[config.mk]
export PLATFORM = sky130hd
export DESIGN_NAME = sw_playback_ctrl
export DESIGN_NICKNAME = d
export VERILOG_FILES = /design/src/rtl/sw_playback_ctrl_pkg.sv /design/src/rtl/sw_playback_ctrl_tick_gen.sv /design/src/rtl/sw_playback_ctrl.sv
export SDC_FILE = /design/constraint.sdc
export NUM_CORES = 1
export LEC_CHECK = 0
export BUFFER_PORTS_ARGS = -buffer_cell sky130_fd_sc_hd__buf_2
export CORE_MARGIN = 5
export CORE_UTILIZATION = 50
export DETAILED_ROUTE_END_ITERATION = 16
export PLACE_DENSITY = 0.7
export SETUP_SLACK_MARGIN = 0.2
export SLEW_MARGIN = 0
export SYNTH_ARGS = -nofsm -noshare
export SYNTH_HDL_FRONTEND = slang
export SYNTH_HIERARCHICAL = 1
export SYNTH_SLANG_ARGS = --single-unit
[constraint.sdc]
create_clock -name clk_i -period 2.8 [get_ports clk_i]
set_input_delay 0.56 -clock clk_i [delete_from_list [all_inputs] [get_ports clk_i]]
set_output_delay 0.56 -clock clk_i [all_outputs]
set_load 0.02 [all_outputs]
[src/rtl/sw_playback_ctrl_pkg.sv]
// Shared types for the switch-capture playback sequencer.
// State encodings are also used by the bench's reference model.
package sw_playback_ctrl_pkg;

  localparam int STATE_W = 2;
  localparam int CNT_W   = 4;

  typedef enum logic [STATE_W-1:0] {
    ST_IDLE = 2'd0,
    ST_PLAY = 2'd1,
    ST_DONE = 2'd2,
    ST_BAD  = 2'd3
  } state_t;

  // Counter width that stays legal for a divide-by-one.
  function automatic int cw(input int n);
    return (n > 1) ? $clog2(n) : 1;
  endfunction

endpackage

[src/rtl/sw_playback_ctrl_tick_gen.sv]
// Playback step timer: one-cycle tick every TICK_DIV enabled cycles.
// Counter is forced to zero whenever en_i is low.
module tick_gen
  import sw_playback_ctrl_pkg::*;
#(
  parameter int TICK_DIV = 50_000_000
) (
  input  logic clk_i,
  input  logic rst_i,
  input  logic en_i,
  output logic tick_o
);

  localparam int CW = cw(TICK_DIV);
  localparam logic [CW-1:0] LAST = CW'(TICK_DIV - 1);

  logic [CW-1:0] cnt_q, cnt_d;
  logic          at_last;

  assign at_last = (cnt_q == LAST);
  assign tick_o  = en_i && at_last;

  always_comb begin
    cnt_d = '0;
    if (en_i && !at_last) cnt_d = cnt_q + CW'(1);
  end

  always_ff @(posedge clk_i or posedge rst_i) begin
    if (rst_i) cnt_q <= '0;
    else       cnt_q <= cnt_d;
  end

endmodule

[src/rtl/sw_playback_ctrl.sv]
// Records switch words into a small buffer and replays them
// onto the LEDs at a fixed step rate.
module sw_playback_ctrl
  import sw_playback_ctrl_pkg::*;
#(
  parameter int DATA_W   = 10,
  parameter int DEPTH    = 8,
  parameter int TICK_DIV = 50_000_000
) (
  input  logic              clk_i,
  input  logic              rst_i,
  input  logic              rec_i,
  input  logic              play_i,
  input  logic [DATA_W-1:0] sw_i,
  output logic [DATA_W-1:0] led_o,
  output logic [3:0]        cnt_o,
  output logic [3:0]        idx_o,
  output logic [1:0]        state_o,
  output logic              full_o,
  output logic              busy_o
);

  localparam int AW = $clog2(DEPTH);
  localparam logic [CNT_W-1:0] DEPTH_C = CNT_W'(DEPTH);

  state_t            state_q, state_d;
  logic [CNT_W-1:0]  cnt_q, cnt_d;
  logic [CNT_W-1:0]  idx_q, idx_d;
  logic [DATA_W-1:0] led_q, led_d;
  logic              full_q, full_d;
  logic              busy_q, busy_d;

  logic [DATA_W-1:0] mem_q [DEPTH];
  logic              we;
  logic [AW-1:0]     waddr;
  logic [AW-1:0]     rd_nxt;
  logic              tick;
  logic              tick_en;

  assign rd_nxt  = idx_q[AW-1:0] + AW'(1);
  // Abort edge also clears the timer so IDLE always sees zero.
  assign tick_en = (state_q == ST_PLAY) && !play_i;

  tick_gen #(.TICK_DIV(TICK_DIV)) u_tick (
    .clk_i  (clk_i),
    .rst_i  (rst_i),
    .en_i   (tick_en),
    .tick_o (tick)
  );

  always_comb begin
    state_d = state_q;
    cnt_d   = cnt_q;
    idx_d   = idx_q;
    led_d   = led_q;
    we      = 1'b0;
    waddr   = '0;
    case (state_q)
      ST_IDLE: begin
        if (play_i) begin
          if (cnt_q != '0) begin
            state_d = ST_PLAY;
            idx_d   = '0;
            led_d   = mem_q[0];
          end
        end else if (rec_i && cnt_q < DEPTH_C) begin
          we    = 1'b1;
          waddr = cnt_q[AW-1:0];
          cnt_d = cnt_q + CNT_W'(1);
          led_d = sw_i;
        end
      end
      ST_PLAY: begin
        if (play_i) begin
          state_d = ST_IDLE;
          idx_d   = '0;
        end else if (tick) begin
          if (idx_q == cnt_q - CNT_W'(1)) begin
            state_d = ST_DONE;
          end else begin
            idx_d = idx_q + CNT_W'(1);
            led_d = mem_q[rd_nxt];
          end
        end
      end
      ST_DONE: begin
        if (play_i) begin
          state_d = ST_PLAY;
          idx_d   = '0;
          led_d   = mem_q[0];
        end else if (rec_i) begin
          we      = 1'b1;
          waddr   = '0;
          cnt_d   = CNT_W'(1);
          led_d   = sw_i;
          idx_d   = '0;
          state_d = ST_IDLE;
        end
      end
      default: state_d = ST_IDLE;
    endcase
    full_d = (cnt_d == DEPTH_C);
    busy_d = (state_d == ST_PLAY);
  end

  always_ff @(posedge clk_i or posedge rst_i) begin
    if (rst_i) begin
      state_q <= ST_IDLE;
      cnt_q   <= '0;
      idx_q   <= '0;
      led_q   <= '0;
      full_q  <= 1'b0;
      busy_q  <= 1'b0;
    end else begin
      state_q <= state_d;
      cnt_q   <= cnt_d;
      idx_q   <= idx_d;
      led_q   <= led_d;
      full_q  <= full_d;
      busy_q  <= busy_d;
    end
  end

  always_ff @(posedge clk_i) begin
    if (we) mem_q[waddr] <= sw_i;
  end

  assign led_o   = led_q;
  assign cnt_o   = cnt_q;
  assign idx_o   = idx_q;
  assign state_o = state_q;
  assign full_o  = full_q;
  assign busy_o  = busy_q;

endmodule

==> flow_summary.ini, run 1 <==
[synthesis]
ys_seq_area_frac = 0.597
synthArstFlopShare = 0.375
syn_avg_cell_area_sq_um = 13.7
synthDistinctLibCells = 60
yosys_register_bits = 128
synth_cells = 442
synth_nets = 467
synth_edf_count = 80
netlist_area_sq_mm = 0.00604
yosys_most_used_dff = edfxtp_1
ys_warn_count = 6

[run_status]
status = finished, final reports clean

[die]
pin_count = 36
chipWidth_um = 120
die_h_um = 120
die_area_sq_mm = 0.0144
core-area_sq_mm = 0.0119
num_rows = 40
start_util = 0.507

[power_and_ir_drop]
leakagePower_nw = 2.64
p_seq_frac = 0.396
p_per_area_mw_per_mm2 = 780
power.internal_mw = 4.00
p_switching_mw = 1.54
pwr-share-comb = 0.205
p_sw_frac = 0.278
p_clk_frac = 0.399
ir_worst_vdd_mv = 0.353
power_mw = 5.55

[worst_setup_path]
start_kind = register
crit_start = u_tick/cnt_q[2]$_DFF_PP0_
critical_path_required_ns = 3.09
r2r_end = led_o[1]$_DFFE_PP0P_
cp.arrival_ns = 2.81
r2r_start = u_tick/cnt_q[2]$_DFF_PP0_
rr_worst_depth = 7
path_class = register to register
end_kind = register
rrSetupSlack_ns = 0.28
path_max_fanout = 6

[cts]
clock_sinks = 128
cts_max_level = 4
clk_pin_slew_worst_paths_ns = 0.06
cts-root-buf = clkbuf_16
holdBufCountCts = 0
worstSkewPairLatency_ns = 0.41
tritoncts = done
numCtsBuffers = 17
cts_buffer_depth = 2

[detailed_routing]
route.detailed.drc = 0
drtIter0Drc = 271
dr.pass1.iters = 5
num_vias = 4033
final_antenna_net_count = 0
wirelength_um = 13400
via_per_inst = 6.11
route.detailed.wl_per_inst_um = 20.3

[global_route]
gr-usage-all-layers = 0.194
use_met2 = 0.329
antenna_found_initial = 0
grt_max_degree = 27
grt_pass1_wl_um = 21600
met3_usage = 0.0377
grt_pass1_vias = 4195
top_usage_layer = met2
use_met1 = 0.252
overflow = 0

[final_layout]
antennaDiodeCount = 0
drive_gt1_frac = 0.267
fin_util = 0.597
area_growth_syn_to_layout_pct = 17.8
nets = 525
fin_cells = 660

[place]
io_buffers = 35
hpwl_um = 8570
gp_congestion = 0.847
dp.cells = 625

[sta]
worstMarginPinSlew_ns = 0.992
period_needed_ns = 2.52
finalSetupViolations = 0
fin_tns_setup_ns = 0
fmax_mhz = 397
rsz0062_at_grt = no
hold_viol = 0
relSlewSlack = 0.338
fin_skew_ns = 0.00836
finalCritPeriodShare = 0.900
slew_viol_final = 0

[flow_run]
maxCapViolCount = 0

[min_path]
hold_path.class = primary input to async pin
==> logic make-up after synthesis <==
group                      after synthesis  share of synthesized area
and+or+nand+nor                        131                      0.124
DFF                                    128                      0.597
AOI/OAI and AO/OA                       78                     0.0858
muxes                                   41                      0.118
buffers and inverters                   36                     0.0265
xor gates and xnor gates                17                     0.0269
adders and majority gates               11                     0.0228
==> timing repair <==
item	in CTS	in global routing
buffers inserted	1	1
gates cloned	0	1
pin swaps	1	2
setup endpoints to repair	10	24
gates resized for setup	2	3
==> worst max-delay path, cell delays in order (launching register included) <==
cell and delay, ns:
dfrtp_1 0.46, and3_2 0.30, nand3_2 0.16, nor4_2 0.33, and2_1 0.19, o211ai_1 0.18
a211o_2 0.46, mux2_4 0.32
==> layout make-up <==
class / instances / area (sq um)
clock inverter: 12 / 160
fill: 935 / 4800
multi-input combinational: 279 / 2320
inverter: 15 / 56.3
timing repair buffer: 59 / 355
clock buffer: 20 / 437
tap: 147 / 184
sequential: 128 / 3600
==> through the flow <==
stage / hold slack, ns / worst slack [ns] / area (sq um)
floorplan: 0.470 / 0.262 / 6050
global placement: 0.487 / 0.0975 / 6470
detailed placement: 0.502 / 0.0456 / 6470
CTS: 0.385 / 0.242 / 7080
global route: 0.448 / 0.208 / 7120
finish: 0.347 / 0.281 / 7120
==> cells in the final DEF, fill, tap and decap left out, types with 6 or more instances in the layout <==
master / n
nand2_1: 19
ha_1: 11
nor3_1: 7
dfrtp_1: 48
mux2i_1: 11
mux4_2: 20
clkbuf_16: 17
edfxtp_1: 80
o21ai_0: 10
buf_4: 24
buf_2: 35
a21oi_1: 25
mux2_4: 10
xor2_1: 6
o22ai_1: 11
inv_1: 15
nand3_1: 21
o31ai_1: 8
nor2_1: 26
or4_1: 9
xnor2_1: 10
==> sequential cells by signal (all words and copies together) (netlist names) <==
name	cells
led_o	10
state_o	2
mem_q	80
full_o	1
idx_o	4
u_tick/cnt_q	26
busy_o	1
cnt_o	4
==> power groups by stage <==
| stage | registers, mW | logic (mW) | clock network [mW] |
|---|---|---|---|
| after floorplan | 2.36 | 0.623 | 0 |
| after global placement | 2.23 | 1.07 | 0 |
| after detailed placement | 2.23 | 1.09 | 0 |
| after CTS | 2.20 | 1.11 | 2.24 |
| after global routing | 2.21 | 1.22 | 2.32 |
| final | 2.20 | 1.14 | 2.21 |
==> cell usage after synthesis (3+ instances only) <==
library cell	n	area, sq um
a21o_1	4	30.0
a21oi_1	25	125
and2_1	3	18.8
and4_1	4	35.0
buf_2	8	40.0
clkbuf_1	8	30.0
dfrtp_1	48	1200
edfxtp_1	80	2400
ha_1	11	138
inv_1	15	56.3
mux2_4	10	150
mux2i_1	11	110
mux4_2	20	450
nand2_1	19	71.3
nand3_1	21	105
nand4_1	5	31.3
nor2_1	27	101
nor2b_1	3	18.8
nor3_1	9	45.0
nor4_1	4	25.0
nor4b_1	3	26.3
o211ai_1	3	22.5
o21ai_0	10	50.1
o22ai_1	11	68.8
o31ai_1	8	60.1
or2_2	3	18.8
or3_1	3	18.8
or4_1	9	67.6
xnor2_1	10	87.6
xor2_1	6	52.6
==> worst max-delay path by stage <==
stage | end
after floorplan | led_o[0]$_DFFE_PP0P_
after global placement | led_o[4]$_DFFE_PP0P_
after detailed placement | led_o[2]$_DFFE_PP0P_
after CTS | led_o[0]$_DFFE_PP0P_
after global routing | led_o[1]$_DFFE_PP0P_
final | led_o[1]$_DFFE_PP0P_
==> routing by layer <==
| metal | wire length, um | up-vias |
|---|---|---|
| met5 | 0 | - |
| met4 | 155 | 0 |
| met3 | 1070 | 14 |
| met2 | 6760 | 157 |
| met1 | 5400 | 2024 |
| li1 | - | 1838 |
Note: power is estimated with default switching activity, not from simulation.
==> run 2, diff against run 1 <==
GPL_TIMING_DRIVEN = 0   (was not set)
==> run 2 against run 1 <==
Effect of this change:
- critical path depth up 2
- die area is the same
- largest cell class unchanged
- largest power group is now registers
- power decreased by 2.6%
- sequential share of layout area is 0.87 points lower
- count of clock-buffer cells in the layout is 1 lower
- cell area is 1.8% higher
- sequential power about the same
- combinational power decreased by 5%
==> flow_summary.ini, run 2 (synthesized netlist as in run 1, its figures left out) <==
[die]
start_util = 0.507
chipWidth_um = 120
core-area_sq_mm = 0.0119
pin_count = 36
num_rows = 40
die_area_sq_mm = 0.0144
die_h_um = 120

[sta]
fin_tns_setup_ns = 0
rsz0062_at_grt = no
fmax_mhz = 398
period_needed_ns = 2.51
slew_viol_final = 0
fin_skew_ns = 0.00546
whs_ns = 0.366
finalCritPeriodShare = 0.897
worst_slack_ns = 0.287
worstMarginPinSlew_ns = 1.01
finalSetupViolations = 0
hold_viol = 0
relSlewSlack = 0.327

[power_and_ir_drop]
ir_worst_vdd_mv = 0.458
p_per_area_mw_per_mm2 = 745
leakagePower_nw = 2.65

[final_layout]
layout_commonest_cell = edfxtp_1
largest_register = mem_q
seqCellArea_sq_mm = 0.00361
nets = 535
antennaDiodeCount = 0
fillers = 886
largest_register_ffs = 80
mostFrequentLayoutCells = edfxtp_1 (80), dfrtp_1 (45), buf_2 (43)
multi_input_area_sq_mm = 0.00238
drive_gt1_frac = 0.285
area_growth_syn_to_layout_pct = 20.0
fin_cells = 670

[global_route]
overflow = 0
met3_usage = 0.0500
grt_pass1_wl_um = 21100
antenna_found_initial = 0
top_usage_layer = met2
use_met1 = 0.252
grt_max_degree = 27
use_met2 = 0.307
gr-usage-all-layers = 0.192
grt_pass1_vias = 4003

[cts]
clk_pin_slew_worst_paths_ns = 0.06
cts_buffer_depth = 2
holdBufCountCts = 0
cts-root-buf = clkbuf_16
cts_max_level = 4
numCtsBuffers = 17
tritoncts = done
clock_sinks = 128
worstSkewPairLatency_ns = 0.41

[detailed_routing]
wirelength_um = 13100
drtIter0Drc = 231
final_antenna_net_count = 0
route.detailed.drc = 0
dr.pass1.iters = 4
via_per_inst = 5.88
route.detailed.wl_per_inst_um = 19.6
num_vias = 3942

[place]
hpwl_um = 8340
io_buffers = 35
place_ws_ns = -0.237
gp_congestion = 0.891
dp.cells = 624

[worst_setup_path]
cp.arrival_ns = 2.81
end_kind = register
path_class = register to register
path_max_fanout = 10
critical_path_required_ns = 3.10
start_kind = register

[run_status]
status = finished, final reports clean

[flow_run]
maxCapViolCount = 0

[min_path]
hold_path.class = primary input to async pin
[run 2: through the flow]
step                area (sq um)   util  power (mW)
global route                7250  0.608        5.61
CTS                         7110  0.597        5.42
finish                      7250  0.608        5.40
detailed placement          6410  0.538        3.29
floorplan                   6050      -        2.98
global placement            6410  0.538        3.27
[run 2: per-layer routing]
metal | vias up | share of wire
met2 | 107 | 0.50
li1 | 1852 | -
met3 | 18 | 0.063
met1 | 1965 | 0.43
met4 | 0 | 0.014
met5 | - | 0
[run 2: final timing paths]
check	from	to	slack [ns]	depth (start not counted)
worst min-delay path	rst_i	busy_o$_DFF_PP0_	0.37	2
min in group clk_i	sw_i[6]	mem_q[1][6]$_DFFE_PP_	0.43	1
worst min register to register	u_tick/cnt_q[0]$_DFF_PP0_	u_tick/cnt_q[0]$_DFF_PP0_	0.49	1
worst max register to register	u_tick/cnt_q[1]$_DFF_PP0_	led_o[9]$_DFFE_PP0P_	0.29	9
worst max-delay path	u_tick/cnt_q[1]$_DFF_PP0_	led_o[9]$_DFFE_PP0P_	0.29	9
max in group asynchronous	rst_i	u_tick/cnt_q[3]$_DFF_PP0_	1.72	2
[run 2: report_power, final]
group | switching [mW] | internal [mW]
logic | 0.623 | 0.455
clock network | 0.803 | 1.31
registers | 0.0855 | 2.13
[run 2: layout make-up]
| type | instances | area share |
|---|---|---|
| clock buffer | 19 | 0.0597 |
| buffer | 21 | 0.0145 |
| multi-input combinational | 278 | 0.328 |
| clock inverter | 13 | 0.0193 |
| timing repair buffer | 49 | 0.0473 |
| sequential | 128 | 0.498 |
| tap | 147 | 0.0254 |
| inverter | 15 | 0.00777 |
[run 2: repair_timing]
item	4_1_cts	5_1_grt
gates resized for setup	17	10
endpoints found under the setup margin	95	94
pin swaps	4	4
setup buffers	6	8
[run 2: worst max-delay path, stage by stage (launching register included)]
cell and delay, ns:
dfrtp_1 0.41, ha_4 0.21, nor4bb_2 0.29, nand2_1 0.12
nor4_2 0.26, and2_4 0.21, o211ai_1 0.09, a211o_1 0.33
buf_6 0.18, mux2_4 0.30
